## src/rtl/timer_pkg.sv

```systemverilog
// Shared constants for the cook-timer digit counters.
// Holds digit width, modulo-6 bounds and the preset saturation helper.
package timer_pkg;

  localparam int unsigned DIGIT_W = 4;

  localparam logic [DIGIT_W-1:0] MOD6_MAX = 4'd5;
  localparam logic [DIGIT_W-1:0] MOD6_MIN = 4'd0;

  // Keypad presets above the digit's range clamp to its maximum.
  function automatic logic [DIGIT_W-1:0] mod6_saturate(input logic [DIGIT_W-1:0] value);
    return (value > MOD6_MAX) ? MOD6_MAX : value;
  endfunction

endpackage

```

## src/rtl/counter_mod_6.sv

```systemverilog
// Tens-of-seconds digit of the cook timer: presettable modulo-6 down-counter with borrow.
// Optional `zero` port when COUNTER_MOD_6_ZERO_EN is defined.
module counter_mod_6
  import timer_pkg::*;
(
  input  logic               clk,
  input  logic               clearn,
  input  logic [DIGIT_W-1:0] data,
  input  logic               loadn,
  input  logic               EN,
  output logic [DIGIT_W-1:0] tens,
  output logic               tc
`ifdef COUNTER_MOD_6_ZERO_EN
  ,
  output logic               zero
`endif
);

  logic [DIGIT_W-1:0] tens_q;
  logic [DIGIT_W-1:0] tens_d;
  logic               at_min;

  assign at_min = (tens_q == MOD6_MIN);

  // Load beats count; the 0 -> 5 wrap keeps the digit inside 0..5.
  always_comb begin
    // NOTE: default assignment first so every path drives tens_d and no latch is inferred.
    tens_d = tens_q;
    if (!loadn) begin
      tens_d = mod6_saturate(data);
    end else if (EN) begin
      tens_d = at_min ? MOD6_MAX : tens_q - 1'b1;
    end
  end

  always_ff @(posedge clk or negedge clearn) begin
    // NOTE: non-blocking assignment for registered state avoids simulation races between flops.
    if (!clearn) begin
      tens_q <= MOD6_MIN;
    end else begin
      tens_q <= tens_d;
    end
  end

  assign tens = tens_q;
  assign tc   = EN & at_min;

`ifdef COUNTER_MOD_6_ZERO_EN
  assign zero = at_min;
`endif

endmodule

```

## config.mk

```make
export PLATFORM = sky130hd
export DESIGN_NAME = counter_mod_6
export DESIGN_NICKNAME = d
export VERILOG_FILES = /design/src/rtl/timer_pkg.sv /design/src/rtl/counter_mod_6.sv
export SDC_FILE = /design/constraint.sdc
export NUM_CORES = 1
export LEC_CHECK = 0
export CORE_AREA = 2 2 39 41
export CTS_BUF_LIST = sky130_fd_sc_hd__clkbuf_4 sky130_fd_sc_hd__clkbuf_8
export DETAILED_ROUTE_END_ITERATION = 6
export DIE_AREA = 0 0 41 43
export PLACE_DENSITY_LB_ADDON = 0.1
export REMOVE_ABC_BUFFERS = 1
export SYNTH_ARGS = -nofsm -noshare
export SYNTH_HDL_FRONTEND = slang
export SYNTH_SLANG_ARGS = --single-unit
```

## constraint.sdc

```tcl
create_clock -name clk -period 1.36 [get_ports clk]
set_input_delay 0.272 -clock clk [delete_from_list [all_inputs] [get_ports clk]]
set_output_delay 0.272 -clock clk [all_outputs]
set_load 0.03 [all_outputs]
```

==> impl_metrics.ini, run 1 <==
[outcome]
outcome = finished with violations
failed_checks = negative setup slack

[clock_network]
cts-root-buf = clkbuf_4
cts_buffers = 3
cts.sinks = 4
clkLatencyLatePin_ns = 0.23
cts_max_path_buffers = 2
post_cts_buffers = 0
cts.reportedPaths.clkPinSlew_ns = 0.04
cts_tree = built
h-tree-depth = 1

[pwr]
vdd.ir_drop.worst_mv = 0.333
power.leakage_nw = 0.191
powerDensity_nw_per_um2 = 929

[worst_setup_path]
rr_startpoint = tens[0]
reg2reg_to = tens[3]
cp_data_required_time_ns = 1.09
reg2reg_setup_slack_ns = 0.05
cp_max_fo = 3
rr_worst_depth = 4
arrival_ns = 1.31
critPathCaptureType = output port
startpoint_type = flip-flop
critical_path_class = reg2out

[sta]
setup_violations = 1
postLayoutSetupSlackWorst_ns = -0.224
hold_viol_final = 0
min_period_over_period_pct = 117
worst_pin_slew_ns = 0.407
fin_worst_skew_ns = 0.00353
post-route-min-period_ns = 1.58
fmax_mhz = 631
rsz0062_at_grt = yes
slew_headroom_pct = 72.2
slew_viol_final = 0

[global_route]
grt_util_all_layers_pct = 7.67
antenna_found_initial = 0
grt_pass1_wl_um = 834
grt_pass1_vias = 238
grt_max_degree = 7
grt_overflow_total = 0

[cells_and_area]
syn_to_final_growth_pct = 105
instances_no_fill = 58
layout-drive-gt1-share_pct = 42.9
largest_register_ff_count = 4
n_antenna_cell = 0
final_core_util_pct = 30.2
nNetsFinal = 52
final.fill_count = 159

[routing]
wire_per_inst_um = 9.88
vias = 231
first_pass_iters = 1
drc = 0
viasPerCell = 3.98
ant_nets = 0
drt-initial-drc-count = 0
drt_wl_total_um = 573

[yosys]
ys_ff_latch = 4
syn_area_um2 = 204
syn_avg_cell_area_um2 = 10.2
synth_area_leader_cell = dfrtp_1
ys_types = 13
yosys_warnings = 0
syn-instance-count = 20
synth_top_cell_area_share_pct = 49.1
ys_seq_area_share_pct = 49.1
synth.area.top_cells = dfrtp_1, a31oi_1, nand2b_4, nor2_1, or3_4

[die]
num_io_pins = 13
die_area_um2 = 1760
start_util_pct = 14.7
coreArea_um2 = 1380
rows = 14
die_h_um = 43
die_x_um = 41

[hold_path]
hold_path_class = in2async

[placed_design]
port_buffers = 12
finalWeightedCongestion = 0.684
dp.cells = 55

[run]
drv_cap = 0
repair_timing:
action                                 4_1_cts  5_1_grt
hold buffers                                 0        0
gates resized for setup                      5        0
setup endpoints to repair                    4        1
pin swaps                                    0        0
endpoints found under the hold margin        0        0
per-stage QoR:
| stage | setup WS, ns | area, um^2 | TNS [ns] | hold WS, ns | total power, mW |
|---|---|---|---|---|---|
| after floorplan | -0.329 | 204 | -0.329 | -0.0236 | 0.182 |
| after global placement | -0.363 | 387 | -1.15 | 0.483 | 0.252 |
| after detailed placement | -0.371 | 387 | -1.16 | 0.486 | 0.253 |
| after CTS | -0.244 | 418 | -0.244 | 0.235 | 0.400 |
| after global routing | -0.280 | 418 | -0.280 | 0.239 | 0.418 |
| final | -0.224 | 418 | -0.224 | 0.239 | 0.388 |
power by group:
part / internal, mW / switching, mW
clock: 0.0982 / 0.0422
sequential: 0.129 / 0.00511
combinational: 0.0607 / 0.0529
worst max-delay path: stages, from the launching register on:
cell and delay [ns]:
dfrtp_1 0.38, nand2b_4 0.15, or3_4 0.34, nor2_4 0.09, buf_6 0.13
how the worst max path moves through the flow:
stage | start | to | slack, ns
floorplan | tens[0] | tc | -0.33
global placement | EN | tc | -0.36
detailed placement | EN | tc | -0.37
CTS | tens[0] | tc | -0.24
global route | tens[0] | tc | -0.28
finish | tens[0] | tc | -0.22
layer usage:
metal / part of all wire (%) / vias up / GRT usage (%)
li1: - / 121 / -
met1: 42 / 102 / 7.52
met2: 50 / 8 / 11.9
met3: 8.2 / 0 / 3.14
met4: 0 / 0 / 6.00
met5: 0 / - / 0
synth_stat cells (all sizes together):
cell and number:
o21ai 1, nand2b 1, or2b 1, nor3 1
nand2 1, or3 2, nor2 3, a31oi 3
a21oi 1, a2111oi 1, dfrtp 4, and3 1
cell type report:
| cell class | instances | area, um^2 | area share (%) |
|---|---|---|---|
| Clock buffer | 3 | 22.5 | 5.39 |
| Multi-Input combinational cell | 16 | 111 | 26.6 |
| Timing Repair Buffer | 19 | 164 | 39.2 |
| Sequential cell | 4 | 100 | 24.0 |
| Tap cell | 16 | 20.0 | 4.79 |
cells by family after synthesis:
| kind of cell | count (synthesis) | share of synthesized area, % |
|---|---|---|
| simple gates | 10 | 32.5 |
| flops | 4 | 49.1 |
| compound gates | 6 | 18.4 |
placed cells by master (no fill, tap or decap):
| master | Yosys | routed |
|---|---|---|
| buf_4 | 0 | 10 |
| o21ai_0 | 1 | 1 |
| clkbuf_4 | 0 | 3 |
| dfrtp_1 | 4 | 4 |
| nand2b_4 | 1 | 1 |
| a2111oi_0 | 1 | 1 |
| nor2_4 | 0 | 1 |
| nor3_1 | 1 | 1 |
| or2b_2 | 1 | 1 |
| clkdlybuf4s50_1 | 0 | 6 |
| a31oi_1 | 3 | 3 |
| dlygate4sd2_1 | 0 | 2 |
| or3_4 | 1 | 1 |
| and3_1 | 1 | 1 |
| nand2_1 | 1 | 1 |
| buf_6 | 0 | 1 |
| or3_1 | 1 | 1 |
| a21oi_1 | 1 | 1 |
| nor2_1 | 3 | 2 |
(Power assumes the default switching activity.)
==> run 2, diff against run 1 <==
==> constraint.sdc (replaced) <==
create_clock -name clk -period 1.95 [get_ports clk]
set_input_delay 0.39 -clock clk [delete_from_list [all_inputs] [get_ports clk]]
set_output_delay 0.39 -clock clk [all_outputs]
set_load 0.03 [all_outputs]
==> impl_metrics.ini, run 2 (same netlist as run 1, synthesis figures left out) <==
[hold_path]
hold_path_class = in2async

[worst_setup_path]
cp_data_required_time_ns = 1.56
arrival_ns = 1.33
reg2reg_to = tens[1]
rr_startpoint = tens[0]
rr_worst_depth = 4
critPathCaptureType = output port
reg2reg_setup_slack_ns = 0.66
cp_max_fo = 3
startpoint_type = flip-flop
critical_path_class = reg2out

[routing]
drt-initial-drc-count = 0
drt_wl_total_um = 554
viasPerCell = 3.98
drc = 0
wl_met2_um = 283
top_layer = met3
wl_met1_um = 223
wire_per_inst_um = 10.5
vias = 211
first_pass_iters = 1
routed-wl-met3_um = 47
ant_nets = 0

[pwr]
vdd.ir_drop.worst_mv = 0.272
power.leakage_nw = 0.163
powerDensity_nw_per_um2 = 695

[clock_network]
cts_buffers = 3
cts_max_path_buffers = 2
post_cts_buffers = 0
h-tree-depth = 1
clkLatencyLatePin_ns = 0.23
cts-root-buf = clkbuf_4
cts.sinks = 4
cts_tree = built
hold_buffers = 0
cts.reportedPaths.clkPinSlew_ns = 0.03
cts_resized = 1

[sta]
hold_viol_final = 0
min_period_over_period_pct = 88.2
fin_worst_skew_ns = 0.000296
hold_slack_ns = 0.357
worst_pin_slew_ns = 0.396
fmax_mhz = 582
slew_viol_final = 0
postLayoutSetupSlackWorst_ns = 0.231
setup_violations = 0
post-route-min-period_ns = 1.72
rsz0062_at_grt = no
slew_headroom_pct = 72.9

[cells_and_area]
finalInstanceArea_um2 = 378
largest_register_ff_count = 4
final_cell_mix = clkdlybuf4s50_1, dfrtp_1
nNetsFinal = 47
layout-drive-gt1-share_pct = 24.3
n_antenna_cell = 0
syn_to_final_growth_pct = 85.3
final_common_cell = clkdlybuf4s50_1
instances_no_fill = 53

[placed_design]
place_ws_ns = -0.000644
dp.final_hpwl_um = 475
dp.cells = 50
dpl-instance-area_um2 = 357
finalWeightedCongestion = 0.634
port_buffers = 12

[global_route]
grt_pass1_wl_um = 745
antenna_found_initial = 0
grt_max_degree = 8
grt_pass1_vias = 206
grt_util_all_layers_pct = 6.87
grt_overflow_total = 0

[die]
die_area_um2 = 1760
die_h_um = 43
die_x_um = 41
coreArea_um2 = 1380
num_io_pins = 13
start_util_pct = 14.7
rows = 14

[run]
drv_cap = 0

[outcome]
outcome = completed
==> run 2: layout make-up <==
cell class / count / area, um^2
flip-flops and latches: 4 / 100
repair buffers: 14 / 131
well taps: 16 / 20.0
fillers: 154 / 1010
multi-input cells: 16 / 104
clock buffers: 3 / 22.5
==> run 2: worst max path at each step <==
stage	startpoint	end	slack (ns)	cells past startpoint
after floorplan	tens[0]	tc	0.14	3
after CTS	tens[0]	tc	0.21	4
after global routing	tens[0]	tc	0.14	4
after detailed placement	EN	tc	-0.0006	5
after global placement	EN	tc	0.001	5
final	tens[0]	tc	0.23	4
==> run 2: per-stage QoR <==
step	TNS (ns)	power, mW	util (%)
final	0	0.263	27.3
after global routing	0	0.280	27.3
after floorplan	0	0.127	-
after detailed placement	-0.000644	0.167	25.8
after global placement	0	0.167	25.8
after CTS	0	0.272	27.3
==> run 2: power by group <==
| part | internal (mW) | leakage, nW | total (mW) | switching [mW] |
|---|---|---|---|---|
| sequential | 0.0901 | 0.0475 | 0.0960 | 0.00592 |
| combinational | 0.0360 | 0.102 | 0.0682 | 0.0322 |
| clock | 0.0686 | 0.0138 | 0.0983 | 0.0298 |
==> run 2: layer usage <==
metal  GRT usage (%)  vias up
li1                -      110
met1            7.21       93
met2            9.69        8
met3            1.57        0
met4            8.00        0
met5               0        -
==> run 2: worst max-delay path, stage by stage (launching register included) <==
cell and delay (ns):
dfrtp_1 0.37, nand2b_4 0.15, or3_4 0.32, nor2_1 0.09
buf_4 0.16
==> run 3, diff against run 2 <==
--- a/config.mk
+++ b/config.mk
@@ -6,7 +6,7 @@
 export NUM_CORES = 1
 export LEC_CHECK = 0
 export CORE_AREA = 2 2 39 41
-export CTS_BUF_LIST = sky130_fd_sc_hd__clkbuf_4 sky130_fd_sc_hd__clkbuf_8
+export CTS_BUF_LIST = sky130_fd_sc_hd__clkbuf_4
 export DETAILED_ROUTE_END_ITERATION = 6
 export DIE_AREA = 0 0 41 43
 export PLACE_DENSITY_LB_ADDON = 0.1
@@ -14,3 +14,4 @@
 export SYNTH_ARGS = -nofsm -noshare
 export SYNTH_HDL_FRONTEND = slang
 export SYNTH_SLANG_ARGS = --single-unit
+export TNS_END_PERCENT = 5
==> results of run 3 <==
No change in the layout: final DEF, timing and power equal those of run 2.
